`config.mk`:
```
export PLATFORM = sky130hd
export DESIGN_NAME = traffic_sensor_conditioner_flat
export DESIGN_NICKNAME = d
export VERILOG_FILES = /design/src/rtl/traffic_sensor_conditioner_if.sv /design/src/rtl/traffic_sensor_conditioner.sv /design/src/flat_wrapper.sv
export SDC_FILE = /design/constraint.sdc
export NUM_CORES = 1
export LEC_CHECK = 0
export ABC_CLOCK_PERIOD_IN_PS = 2710
export CAP_MARGIN = 20
export CORE_ASPECT_RATIO = 1.2
export CORE_UTILIZATION = 25
export CTS_BUF_LIST = sky130_fd_sc_hd__clkbuf_4 sky130_fd_sc_hd__clkbuf_8
export DETAILED_ROUTE_END_ITERATION = 7
export MAX_ROUTING_LAYER = met4
export PLACE_DENSITY = 0.42
export SLEW_MARGIN = 20
export SYNTH_ARGS = -nofsm -noshare
export SYNTH_HDL_FRONTEND = slang
export SYNTH_SLANG_ARGS = --single-unit
```
`constraint.sdc`:
```
create_clock -name clk -period 2.71 [get_ports clk]
set_clock_uncertainty 0.2 [all_clocks]
set_input_delay 0.813 -clock clk [delete_from_list [all_inputs] [get_ports clk]]
set_output_delay 0.813 -clock clk [all_outputs]
set_load 0.01 [all_outputs]
```
`src/rtl/traffic_sensor_conditioner_if.sv`:
```
// Request/grant bundle between the sensor conditioner (master) and the traffic light controller (slave).
// With TSC_SERVICE_COUNT_EN defined, the bundle also carries the per-approach service counters.
interface traffic_sensor_conditioner_if;
    logic        Sa;
    logic        Sb;
    logic        Ga;
    logic        Gb;
    logic        stall_a;
    logic        stall_b;
`ifdef TSC_SERVICE_COUNT_EN
    logic [15:0] served_a;
    logic [15:0] served_b;
`endif

    modport master (
        output Sa, Sb, stall_a, stall_b,
`ifdef TSC_SERVICE_COUNT_EN
        output served_a, served_b,
`endif
        input  Ga, Gb
    );

    modport slave (
        input  Sa, Sb, stall_a, stall_b,
`ifdef TSC_SERVICE_COUNT_EN
        input  served_a, served_b,
`endif
        output Ga, Gb
    );
endinterface

```
`src/rtl/traffic_sensor_conditioner.sv`:
```
// Detector front end: synchronise, debounce and latch per-approach requests until that approach's green.
// Optional macro TSC_SERVICE_COUNT_EN adds saturating 16-bit service counters per approach.
module tsc_channel #(
    parameter int SYNC_STAGES     = 2,
    parameter int DEBOUNCE_CYCLES = 4,
    parameter int TIMEOUT_CYCLES  = 32
) (
    input  logic        clk,
    input  logic        reset,
    input  logic        det,
    input  logic        grant,
    output logic        req,
    output logic        stall
`ifdef TSC_SERVICE_COUNT_EN
    ,
    output logic [15:0] served
`endif
);
    localparam int DW = $clog2(DEBOUNCE_CYCLES + 1);
    localparam int TW = $clog2(TIMEOUT_CYCLES + 1);

    typedef enum logic [1:0] {
        IDLE   = 2'd0,
        REQ    = 2'd1,
        SERVED = 2'd2
    } state_t;

    logic [SYNC_STAGES-1:0] sync_q;
    logic                   sync_lvl;
    logic                   db;
    logic [DW-1:0]          db_cnt;
    logic [TW-1:0]          wait_cnt;
    state_t                 state;

    assign sync_lvl = sync_q[SYNC_STAGES-1];

    // NOTE: sequential state uses non-blocking assignments so every flop samples pre-edge values.
    always_ff @(posedge clk or negedge reset) begin
        if (!reset) begin
            sync_q <= '0;
        end else begin
            sync_q <= {sync_q[SYNC_STAGES-2:0], det};
        end
    end

    // A new level is accepted only after it has differed from db for DEBOUNCE_CYCLES straight edges.
    always_ff @(posedge clk or negedge reset) begin
        if (!reset) begin
            db     <= 1'b0;
            db_cnt <= '0;
        end else if (sync_lvl == db) begin
            db_cnt <= '0;
        end else if (db_cnt == DW'(DEBOUNCE_CYCLES - 1)) begin
            db     <= sync_lvl;
            db_cnt <= '0;
        end else begin
            db_cnt <= db_cnt + 1'b1;
        end
    end

    always_ff @(posedge clk or negedge reset) begin
        if (!reset) begin
            state    <= IDLE;
            req      <= 1'b0;
            stall    <= 1'b0;
            wait_cnt <= '0;
`ifdef TSC_SERVICE_COUNT_EN
            served   <= '0;
`endif
        end else begin
            case (state)
                IDLE: begin
                    if (db) begin
                        // A car arriving on an already-green approach needs no request.
                        if (grant) begin
                            state <= SERVED;
                        end else begin
                            state <= REQ;
                            req   <= 1'b1;
                        end
                    end
                end
                REQ: begin
                    if (grant) begin
                        state    <= SERVED;
                        req      <= 1'b0;
                        stall    <= 1'b0;
                        wait_cnt <= '0;
`ifdef TSC_SERVICE_COUNT_EN
                        if (served != 16'hFFFF) served <= served + 16'd1;
`endif
                    end else if (wait_cnt != TW'(TIMEOUT_CYCLES)) begin
                        wait_cnt <= wait_cnt + 1'b1;
                        stall    <= (wait_cnt == TW'(TIMEOUT_CYCLES - 1));
                    end
                end
                SERVED: begin
                    // Re-arm only after the detector releases, so a parked car cannot re-request.
                    if (!db) state <= IDLE;
                end
                default: begin
                    state    <= IDLE;
                    req      <= 1'b0;
                    stall    <= 1'b0;
                    wait_cnt <= '0;
                end
            endcase
        end
    end
endmodule

module traffic_sensor_conditioner #(
    parameter int SYNC_STAGES     = 2,
    parameter int DEBOUNCE_CYCLES = 4,
    parameter int TIMEOUT_CYCLES  = 32
) (
    input  logic clk,
    input  logic reset,
    input  logic det_a,
    input  logic det_b,
    traffic_sensor_conditioner_if.master bus
);
    tsc_channel #(
        .SYNC_STAGES     (SYNC_STAGES),
        .DEBOUNCE_CYCLES (DEBOUNCE_CYCLES),
        .TIMEOUT_CYCLES  (TIMEOUT_CYCLES)
    ) u_ch_a (
        .clk    (clk),
        .reset  (reset),
        .det    (det_a),
        .grant  (bus.Ga),
        .req    (bus.Sa),
        .stall  (bus.stall_a)
`ifdef TSC_SERVICE_COUNT_EN
        ,
        .served (bus.served_a)
`endif
    );

    tsc_channel #(
        .SYNC_STAGES     (SYNC_STAGES),
        .DEBOUNCE_CYCLES (DEBOUNCE_CYCLES),
        .TIMEOUT_CYCLES  (TIMEOUT_CYCLES)
    ) u_ch_b (
        .clk    (clk),
        .reset  (reset),
        .det    (det_b),
        .grant  (bus.Gb),
        .req    (bus.Sb),
        .stall  (bus.stall_b)
`ifdef TSC_SERVICE_COUNT_EN
        ,
        .served (bus.served_b)
`endif
    );
endmodule

```
`src/flat_wrapper.sv`:
```
// flat-port wrapper written by rule: the top's interface ports become plain ports
module traffic_sensor_conditioner_flat 
#(
    parameter int SYNC_STAGES     = 2,
    parameter int DEBOUNCE_CYCLES = 4,
    parameter int TIMEOUT_CYCLES  = 32
)
  (clk, reset, det_a, det_b, bus_Sa, bus_Sb, bus_stall_a, bus_stall_b, bus_Ga, bus_Gb);
  traffic_sensor_conditioner_if bus_i ();
  input  logic clk;
  input  logic reset;
  input  logic det_a;
  input  logic det_b;
  output wire logic [$bits(bus_i.Sa)-1:0] bus_Sa;
  output wire logic [$bits(bus_i.Sb)-1:0] bus_Sb;
  output wire logic [$bits(bus_i.stall_a)-1:0] bus_stall_a;
  output wire logic [$bits(bus_i.stall_b)-1:0] bus_stall_b;
  input wire logic [$bits(bus_i.Ga)-1:0] bus_Ga;
  input wire logic [$bits(bus_i.Gb)-1:0] bus_Gb;
  assign bus_Sa = bus_i.Sa;
  assign bus_Sb = bus_i.Sb;
  assign bus_stall_a = bus_i.stall_a;
  assign bus_stall_b = bus_i.stall_b;
  assign bus_i.Ga = bus_Ga;
  assign bus_i.Gb = bus_Gb;
  traffic_sensor_conditioner #(.SYNC_STAGES(SYNC_STAGES), .DEBOUNCE_CYCLES(DEBOUNCE_CYCLES), .TIMEOUT_CYCLES(TIMEOUT_CYCLES)) u_core (.clk(clk), .reset(reset), .det_a(det_a), .det_b(det_b), .bus(bus_i));
endmodule
```
After elaboration in Yosys (flattened, before gate mapping)
Cells that the tools add are included.
{"block": "word_totals", "ff_bits": 32, "input_bits": 6, "output_inout_bits": 4, "wordCells": 92}
{"block": "classes", "addsub": 4, "eq_ne": 22, "n_mux": 34, "bitwise": 6, "reduce_logical": 12}
{"op": "6-bit 2-to-1 mux", "count": 4}
{"op": "6-bit case mux with 2 select lines", "count": 2}
{"op": "2-bit 2-to-1 mux", "count": 8}
{"op": "2-bit != test, second input constant", "count": 8}
{"op": "6-bit by 1-bit adder with 6-bit output, second input constant", "count": 2}
{"op": "6-bit by 5-bit == test with 1-bit output, second input constant", "count": 2}
{"op": "3-bit 2-to-1 mux", "count": 4}
{"op": "6-bit != test, second input constant", "count": 2}
{"op": "2-bit case mux with 3 select lines", "count": 2}
{"op": "1-bit 2-to-1 mux", "count": 10}
{"op": "2-bit AND reduction", "count": 4}
{"op": "4-bit AND reduction", "count": 2}
{"op": "3-bit by 1-bit adder with 3-bit output, second input constant", "count": 2}
{"op": "3-bit by 2-bit == test with 1-bit output, second input constant", "count": 2}
{"op": "3-bit != test, second input constant", "count": 2}
{"op": "1-bit NOT", "count": 6}
{"op": "1-bit case mux with 3 select lines", "count": 2}
{"op": "3-bit AND reduction", "count": 2}
{"op": "2-bit by 1-bit == test with 1-bit output, second input constant", "count": 2}
{"op": "2-bit == test, second input constant", "count": 2}
{"op": "2-bit zero test", "count": 2}
{"op": "1-bit case mux with 2 select lines", "count": 2}
{"op": "2-bit OR reduction", "count": 2}
{"op": "1-bit == test", "count": 2}

Logic depth before layout (Yosys ltp)
Gate-level depths: netlist (run 1).
{"block": "logic_depth", "ltp_word": 4, "mapped_depth": 5, "mapped_depth_nobuf": 5}

Modules after synthesis
From an unflattened synthesis (run 1), not the netlist that was laid out.
{"block": "hier_totals", "cells_unflattened": 120, "area_unflattened_um2": 1443.9}
{"module": "tsc_channel", "n_inst": 2, "cells_per_inst": 60, "area_each_um2": 721.9, "seq_area_each_um2": 400.4}

Worst setup path after synthesis (run 1)
Ideal clock, no wire load.
{"block": "synth_path", "path_kind": "in2reg", "start": "input port bus_Gb", "end": "register u_core.u_ch_b.stall", "setup_ns": 0.074, "t_arrival_ns": 1.698, "t_required_ns": 2.436, "setup_slack_ns": 0.738, "path_stages": 4, "n_path_buf": 1, "path_cell_list": "or2_1 -> buf_6 -> or4b_4 -> o21ai_2"}
{"block": "synth_via", "elab_chain_cells": 2, "elab_cells_between_ends": 4, "cone_classes": "1 x eq/ne; 2 x mux; 1 x reduce/logical"}
{"item": "start, declared", "line_no": "flat_wrapper.sv:19", "text": "input wire logic [$bits(bus_i.Gb)-1:0] bus_Gb;"}
{"item": "1-bit 2-to-1 mux / 3-bit != test (equally long branches)"}
{"item": "1-bit case mux with 2 select lines / 2-bit AND reduction (equally long branches)"}
{"item": "end signal, assigned", "line_no": "traffic_sensor_conditioner.sv:94", "text": "stall <= (wait_cnt == TW'(TIMEOUT_CYCLES - 1));"}
{"item": "end, declared", "line_no": "traffic_sensor_conditioner.sv:13", "text": "output logic stall"}
Several ways; a longest one is shown, not always the timed one.
A chain may end at the register's enable or synchronous reset.

Final worst setup path (run 1)
{"block": "layout_path", "start": "register u_core.u_ch_a.req", "end": "output port bus_Sa"}
{"item": "start, declared", "line_no": "traffic_sensor_conditioner.sv:12", "text": "output logic req,"}
{"item": "start signal, assigned", "line_no": "traffic_sensor_conditioner.sv:64", "text": "req <= 1'b0;"}
{"item": "start signal, assigned", "line_no": "traffic_sensor_conditioner.sv:79", "text": "req <= 1'b1;"}
{"item": "start signal, assigned", "line_no": "traffic_sensor_conditioner.sv:86", "text": "req <= 1'b0;"}
{"item": "end, declared", "line_no": "flat_wrapper.sv:14", "text": "output wire logic [$bits(bus_i.Sa)-1:0] bus_Sa;"}
No word-level cell between the ends.

==> impl_metrics.ini, run 1 <==
[run_status]
status = complete, but fails checks
violations = DRC

[worst_setup_path]
cp_slowest_stage_delay_ns = 0.55
startpoint_type = flip-flop
worstPathRequired_ns = 1.70
crit_family = buffers and inverters
crit_arrival_ns = 1.18
crit_path_end_kind = primary output
path_class = reg -> out
cp_max_fo = 3
critPathBufInv = 1
cp_slowest_cell = clkdlybuf4s50_1
crit_chain = clkdlybuf4s50_1

[floorplan]
die-area_mm2 = 0.00609
fp.dieW_um = 71.4
start_util_pct = 26.6
fp.coreArea_mm2 = 0.00544
die_h_um = 85.3
num_io_pins = 10
core.rowCount = 29

[route]
drtIter0Drc = 66
finalWirelength_mm = 2.48
firstDrtPassIters = 6
vias = 992
postRouteAntennaNets = 0
viasPerCell = 4.91
wl_per_cell_um = 12.3
drc = 3

[worst_hold_path]
min_path_type = reg -> reg

[clocking]
cts_hold_buf = 0
cts_made_buffers = 5
insertion_delay_ns = 0.28
clkTransAtPathRegs_ns = 0.06
cts-resized-gates = 0
cts_tree = yes
cts_setup_buffers = 0
cts.sinks = 32
cts_root_buf = clkbuf_8
htree_levels = 2
cts_buffer_depth = 2

[timing]
report.final.slew_viol_count = 0
tightestPinTransition_ns = 0.406
rsz0062_at_grt = false
holdWs_ns = 0.147
setup_viol = 0
setup_tns_ns = 0
fmax_ghz = 0.455
max-slew-margin-rel_pct = 73.0
hold_violations = 0
min_period_ns = 2.20
period_share_pct = 81.1

[yosys]
synth_edf_count = 0
synth-seq-cells = 32
synthArstFlopShare_pct = 100
ys_seq_area_share_pct = 55.4
synth_ff_type = dfrtp_1
syn_avg_cell_area_um2 = 11.7
syn-num-nets = 136
yosys_warnings = 0
synth_cell_types = 39
synthCells = 124
netlist_area_mm2 = 0.00145

[run]
maxCapViolations = 0

[finish]
nNetsFinal = 151
antenna_cells = 0
drive_gt1_share_pct = 12.9
instances_no_fill = 202
syn_to_final_growth_pct = 17.8
fill_cells = 557

[grt]
grt_max_degree = 33
grt_pass1_vias = 985
grt_pass1_wl_mm = 4.46
overflow = 0
grt_usage_pct = 10.1
antenna_found_initial = 0

[place]
gp_congestion = 0.826
post-dp-hpwl_mm = 1.74
numPortBuffers = 9
placed_cells = 194

[power_and_ir_drop]
leakagePower_uw = 0.000745
ir_drop_v = 0.000321
powerDensity_mw_per_mm2 = 876
kinds of logic after synthesis:
kind of cell / share of synthesized area (%)
xor+xnor: 1.82
flops: 55.4
buf+inv: 3.38
simple gates: 16.6
fa+ha+maj: 5.19
mux: 3.03
compound gates: 14.5
metal layers:
metal  up-vias  global-route usage (%)  wire length [µm]
li1        481                       -                 -
met2        24                    15.8              1200
met5         -                       -                 0
met4         0                    6.00                64
met1       480                    10.9              1100
met3         7                    3.56               123
layout make-up:
type	instances	area (µm²)	area share [%]
Tap cell	62	77.6	4.56
Sequential cell	32	801	47.0
Timing Repair Buffer	10	97.6	5.73
Multi-Input combinational cell	81	596	35.0
Clock buffer	8	97.6	5.73
Inverter	9	33.8	1.98
state kept, by name, summed over array words and instances (netlist names):
| register | flops |
|---|---|
| u_core.u_ch_a.db | 1 |
| u_core.u_ch_a.db_cnt | 3 |
| u_core.u_ch_a.req | 1 |
| u_core.u_ch_a.stall | 1 |
| u_core.u_ch_a.state | 2 |
| u_core.u_ch_a.sync_q | 2 |
| u_core.u_ch_a.wait_cnt | 6 |
| u_core.u_ch_b.db | 1 |
| u_core.u_ch_b.db_cnt | 3 |
| u_core.u_ch_b.req | 1 |
| u_core.u_ch_b.stall | 1 |
| u_core.u_ch_b.state | 2 |
| u_core.u_ch_b.sync_q | 2 |
| u_core.u_ch_b.wait_cnt | 6 |
cells in the final DEF, fill, tap and decap left out, drive strengths merged:
master	n
a211oi	2
a21oi	4
a22o	3
a311o	1
a311oi	1
a31o	1
a32o	2
and3	3
buf	1
clkbuf	8
clkdlybuf4s50	9
dfrtp	32
ha	6
inv	9
mux2	3
mux2i	1
nand2	4
nand2b	2
nand3	1
nand4	3
nor2	8
nor2b	5
nor3	2
nor3b	3
nor4b	3
o211ai	2
o21ai	8
o221ai	1
o22ai	1
o31a	1
o31ai	2
or2	2
or3b	2
or4b	1
xnor2	2
xor2	1
through the flow:
| stage | area [µm²] | power (µW) | utilization, % | setup WS [ns] |
|---|---|---|---|---|
| 3_5_place_dp | 1610 | 1120 | 29.5 | 0.280 |
| 5_1_grt | 1700 | 1620 | 31.3 | 0.452 |
| 4_1_cts | 1700 | 1520 | 31.3 | 0.479 |
| 3_3_place_gp | 1610 | 1110 | 29.5 | 0.291 |
| 6_report | 1700 | 1490 | 31.3 | 0.513 |
| 2_1_floorplan | 1450 | 1000 | - | 0.738 |
synthesized netlist by cell type (2+ instances only):
cell type,instances,share of area (%)
nor2_1,8,2.1
dfrtp_1,32,55
nand2b_1,2,0.87
and3_1,3,1.3
o21ai_0,7,2.4
o31ai_1,2,1.0
mux2_2,3,2.3
a21oi_1,3,1.0
o211ai_1,2,1.0
nand4_1,3,1.3
xnor2_1,2,1.2
nor2b_1,5,2.2
nor4b_1,2,1.2
a32o_1,2,1.4
or3b_1,2,1.2
ha_1,6,5.2
a22o_1,3,1.8
nor3_1,2,0.69
nor3b_1,3,1.6
a211oi_1,2,1.0
nand2_1,4,1.0
inv_1,9,2.3
power breakdown:
part / internal [µW] / switching (µW) / total, µW
clock network: 227 / 160 / 387
registers: 595 / 121 / 716
logic: 198 / 189 / 387
total: 1020 / 470 / 1490
final timing paths:
kind	startpoint	end	slack, ns	depth (start not counted)
max in group asynchronous	reset	u_core.u_ch_a.sync_q[1]	1.28	2
hold / removal	u_core.u_ch_a.sync_q[0]	u_core.u_ch_a.sync_q[1]	0.15	0
hold reg to reg	u_core.u_ch_a.sync_q[0]	u_core.u_ch_a.sync_q[1]	0.15	0
setup reg to reg	u_core.u_ch_b.wait_cnt[0]	u_core.u_ch_b.wait_cnt[2]	0.98	5
setup / recovery	u_core.u_ch_a.req	bus_Sa	0.51	1
min in group asynchronous	reset	u_core.u_ch_b.stall	0.73	2
Note: power is estimated with default switching activity, not from simulation.
==> inputs of run 2 (changes only) <==
ABC_CLOCK_PERIOD_IN_PS = 1910   (was 2710)
PLACE_DENSITY = 0.44   (was 0.42)
clock period = 1.91 ns   (was 2.71 ns; I/O delays follow)
==> run 2 against run 1 <==
  * Sequential power grew 41%
  * Flip-flop and latch count is the same
  * Sequential share of layout area shrank 1.2 points
  * Non-clock buffer count grew 7
  * Critical endpoint is now u_core.u_ch_b.stall
  * Critical path depth grew 3
  * Final cell count grew 3.0%
  * Worst setup slack lost 0.46 ns
  * Count of clock-buffer cells in the layout shrank 2
  * Combinational power grew 58%
  * Register-to-register slack lost 0.81 ns
  * The run now ends clean
  * Routed wire length grew 6.6%
  * Worst hold slack gained 0.0032 ns
==> impl_metrics.ini, run 2 (same netlist as run 1, synthesis figures left out) <==
[run_status]
status = completed

[place]
gp_congestion = 0.812
dpl_cell_area_mm2 = 0.00167
dp_worst_setup_slack_ns = -0.208
numPortBuffers = 9
post-dp-hpwl_mm = 1.89

[route]
viasPerCell = 4.92
vias = 1024
firstDrtPassIters = 4
postRouteAntennaNets = 0
finalWirelength_mm = 2.65
drtIter0Drc = 22
wl_per_cell_um = 12.7
drc = 0

[worst_hold_path]
holdCritStartpoint = u_core.u_ch_b.sync_q[0]
min_path_type = reg -> reg
whs_path_depth = 0
hold_end = u_core.u_ch_b.sync_q[1]

[floorplan]
die-area_mm2 = 0.00609
fp.coreArea_mm2 = 0.00544
start_util_pct = 26.6
fp.dieW_um = 71.4
num_io_pins = 10
core.rowCount = 29
die_h_um = 85.3

[timing]
setup_ws_ns = 0.0543
tightestPinTransition_ns = 0.331
fmax_ghz = 0.539
setup_tns_ns = 0
hold_violations = 0
holdWs_ns = 0.150
setup_viol = 0
max-slew-margin-rel_pct = 77.9
report.final.slew_viol_count = 0
period_share_pct = 97.2
rsz0062_at_grt = false
min_period_ns = 1.86

[worst_setup_path]
cp_slowest_stage_delay_ns = 0.53
crit_family = simple AND/OR/NAND/NOR gates
reg2reg_from = u_core.u_ch_b.wait_cnt[0]
ff2ff_setup_slack_ns = 0.17
reg2reg_depth = 5
path_class = in -> reg
crit_cells = 4
startpoint_type = primary input
worstPathRequired_ns = 1.91
crit_path_end_kind = flip-flop
critPathBufInv = 1
cp_slowest_cell = or4b_4
cp_max_fo = 4
crit_chain = clkdlybuf4s50_1, or2_1, or4b_4, o21ai_2
crit_arrival_ns = 1.86
r2r_end = u_core.u_ch_b.wait_cnt[2]

[grt]
grt_pass1_wl_mm = 4.58
antenna_found_initial = 0
grt_pass1_vias = 1017
overflow = 0
grt_usage_pct = 10.2
grt_max_degree = 33

[finish]
mostFrequentLayoutCell = dfrtp_1
final_area_mm2 = 0.00175
antenna_cells = 0
seqCellArea_um2 = 801
multi_input_area_um2 = 596
biggestRegsByFlops = u_core.u_ch_a.wait_cnt x6, u_core.u_ch_b.wait_cnt x6
nNetsFinal = 158
fill_cells = 559
drive_gt1_share_pct = 16.4
final_cell_mix = 32 x dfrtp_1, 9 x inv_1, 8 x nor2_1
syn_to_final_growth_pct = 20.9

[clocking]
cts.sinks = 32
htree_levels = 2
cts_hold_buf = 0
cts_root_buf = clkbuf_8
cts_setup_buffers = 0
clkTransAtPathRegs_ns = 0.06
cts_made_buffers = 5
cts_tree = yes
cts_buffer_depth = 2
insertion_delay_ns = 0.28
cts-resized-gates = 4

[run]
maxCapViolations = 0

[power_and_ir_drop]
powerDensity_mw_per_mm2 = 1210
ir_drop_v = 0.000457
leakagePower_uw = 0.000785
run 2: worst max-delay path by stage:
stage	startpoint	end	slack, ns
3_5_place_dp	bus_Gb	u_core.u_ch_b.stall	-0.21
5_1_grt	bus_Gb	u_core.u_ch_b.stall	0.03
4_1_cts	bus_Gb	u_core.u_ch_b.stall	0.07
2_1_floorplan	bus_Gb	u_core.u_ch_b.stall	0.18
6_report	bus_Gb	u_core.u_ch_b.stall	0.05
3_3_place_gp	bus_Gb	u_core.u_ch_b.stall	-0.19
run 2: layout make-up:
class	instances	share of cell area, %
flip-flops and latches	32	45.8
multi-input cells	81	34.1
repair buffers	17	9.03
well taps	62	4.44
clock buffers	6	4.37
inverters	9	1.93
clock inverters	1	0.287
run 2: per-layer routing:
metal	wire [µm]	part of all wire, %	track usage, %	vias to the layer above
met5	0	0	-	-
met4	55	2.1	4.91	0
met3	87	3.3	3.56	5
met2	1260	48	15.8	20
met1	1240	47	11.8	505
li1	-	-	-	494
run 2: report_power, final:
part	internal, µW	total, µW	switching (µW)
sequential	845	1010	162
combinational	311	612	301
clock	261	489	228
total	1420	2110	691
run 2: metrics by stage:
step / utilization (%) / instances / power [µW]
2_1_floorplan: - / 124 / 1420
3_3_place_gp: 30.7 / 201 / 1610
3_5_place_dp: 30.7 / 201 / 1650
4_1_cts: 32.1 / 208 / 2150
5_1_grt: 32.1 / 208 / 2280
6_report: 32.1 / 208 / 2110
==> inputs of run 3 (changes only) <==
SYNTH_HIERARCHICAL = 1   (was not set)
==> run 3 against run 2 <==
  * The flow now finishes with violations (DRC)
  * Total power rose by 2.1%
  * Sequential power hardly changed
  * Non-clock buffer count is 1 lower
  * Register-to-register slack better by 0.18 ns
  * Via count is 2.1% lower
  * Clock power is 11% higher
  * Fmax rose by 0.70%
  * Die area is essentially flat
  * Global-route usage up 0.23 points
  * Count of clock-buffer cells in the layout increased by 1
  * Critical path depth unchanged
  * Largest cell class unchanged
  * Highest routed layer unchanged
==> impl_metrics.ini, run 3 <==
[route]
finalWirelength_mm = 2.62
firstDrtPassIters = 6
postRouteAntennaNets = 0
drtIter0Drc = 64
vias = 1002
viasPerCell = 4.86
wl_per_cell_um = 12.7
drc = 1

[grt]
grt_pass1_wl_mm = 4.73
use_met2_pct = 15.1
grt_pass1_vias = 1044
grt_usage_pct = 10.5
grtUsageMet1_pct = 13.0
grt_max_degree = 33
grt-busiest-layer = met2
antenna_found_initial = 0
use_met3_pct = 3.21
overflow = 0

[finish]
final_util_pct = 32.9
mostFrequentLayoutCell = dfrtp_1
nNetsFinal = 155
syn_to_final_growth_pct = 23.1
drive_gt1_share_pct = 18.8
instances_no_fill = 206
antenna_cells = 0
biggestRegsByFlops = u_core/u_ch_a/wait_cnt x6, u_core/u_ch_b/wait_cnt x6

[worst_setup_path]
crit_arrival_ns = 1.81
cp_slowest_stage_delay_ns = 0.46
crit_chain = clkdlybuf4s50_1, or2_1, or3_1, o311ai_1
cp_slowest_cell = clkdlybuf4s50_1
crit_family = simple AND/OR/NAND/NOR gates
startpoint_type = primary input
cp_max_fo = 4
path_class = in -> reg
worstPathRequired_ns = 1.88
crit_path_end_kind = flip-flop
critPathBufInv = 1

[floorplan]
die_h_um = 85.3
die-area_mm2 = 0.00608
start_util_pct = 26.7
fp.dieW_um = 71.4
core.rowCount = 29
num_io_pins = 10
fp.coreArea_mm2 = 0.00541

[yosys]
synthArstFlopShare_pct = 100
syn_avg_cell_area_um2 = 12.0
synth-seq-cells = 32
yosys_warnings = 6
synth_ff_type = dfrtp_1
synth_top_area_share_pct = 55.5
synthCells = 120
synth_cell_types = 27
synth_edf_count = 0
synth.most_common_cell = dfrtp_1
netlist_area_mm2 = 0.00144
ys_seq_area_share_pct = 55.5
yosys.area.top_type = dfrtp_1
syn-num-nets = 132
synth_area_leaders = dfrtp_1 55%, ha_1 5.2%, nor4b_2 4.2%

[timing]
report.final.slew_viol_count = 0
setup_ws_ns = 0.0672
max-slew-margin-rel_pct = 78.3
setup_tns_ns = 0
min_period_ns = 1.84
tightestPinTransition_ns = 0.325
setup_viol = 0
period_share_pct = 96.5
fmax_ghz = 0.543
rsz0062_at_grt = false
hold_violations = 0

[place]
post-dp-hpwl_mm = 1.91
placed_cells = 198
dp_worst_setup_slack_ns = -0.247
numPortBuffers = 9
gp_congestion = 0.765

[clocking]
insertion_delay_ns = 0.28
cts_tree = yes
cts.sinks = 32
cts_hold_buf = 0
cts_root_buf = clkbuf_8
cts_setup_buffers = 0
clkTransAtPathRegs_ns = 0.07
htree_levels = 2
cts_buffer_depth = 2
cts_made_buffers = 5

[run_status]
status = complete, but fails checks
violations = DRC

[power_and_ir_drop]
powerDensity_mw_per_mm2 = 1210
leakagePower_uw = 0.000778
ir_drop_v = 0.000354

[worst_hold_path]
min_path_type = reg -> reg

[run]
maxCapViolations = 0
## run 3: final timing paths
path	startpoint	endpoint	slack, ns	cells past startpoint
max	bus_Ga	u_core/u_ch_a/wait_cnt[5]	0.07	4
min in group asynchronous	reset	u_core/u_ch_b/req	0.46	2
max in group asynchronous	reset	u_core/u_ch_a/wait_cnt[4]	0.88	2
min	u_core/u_ch_a/sync_q[0]	u_core/u_ch_a/sync_q[1]	0.15	0
min reg2reg	u_core/u_ch_a/sync_q[0]	u_core/u_ch_a/sync_q[1]	0.15	0
max reg2reg	u_core/u_ch_a/wait_cnt[2]	u_core/u_ch_a/wait_cnt[0]	0.35	3
## run 3: metrics by stage
stage          power [µW]  hold slack (ns)  area [µm²]
2_1_floorplan        1420           0.0774        1440
3_3_place_gp         1610            0.136        1680
3_5_place_dp         1640            0.138        1680
4_1_cts              2180            0.158        1770
5_1_grt              2320            0.167        1780
6_report             2150            0.152        1780
## run 3: routing by layer
layer  wire length (µm)  share of wire, %  vias up
li1                   -                 -      493
met1               1270                48      495
met2               1240                47       10
met3                 67               2.6        4
met4                 37               1.4        0
met5                  0                 0        -
## run 3: layout make-up
cell class / count / area (µm²)
fillers: 541 / 3630
flip-flops and latches: 32 / 801
multi-input cells: 82 / 629
repair buffers: 16 / 150
clock buffers: 7 / 90.1
well taps: 62 / 77.6
inverters: 6 / 22.5
clock inverters: 1 / 7.51
## run 3: cells by family after synthesis
| group | Yosys count | synth area share [%] |
|---|---|---|
| XOR/XNOR | 2 | 1.21 |
| adder cells (fa/ha/maj) | 6 | 5.20 |
| AO/OA/AOI/OAI | 34 | 17.2 |
| flip-flops | 32 | 55.5 |
| multiplexers | 4 | 3.12 |
| AND/OR/NAND/NOR | 36 | 16.3 |
| buffers and inverters | 6 | 1.56 |
## run 3: timing repair
item                                    4_1_cts  5_1_grt
cloned                                        0        0
endpoints found under the hold margin         0        0
endpoints found under the setup margin        4        1
gates resized for setup                       4        1
## run 3: power breakdown
group	switching [µW]	internal, µW
combinational	275	308
clock	237	307
sequential	184	843
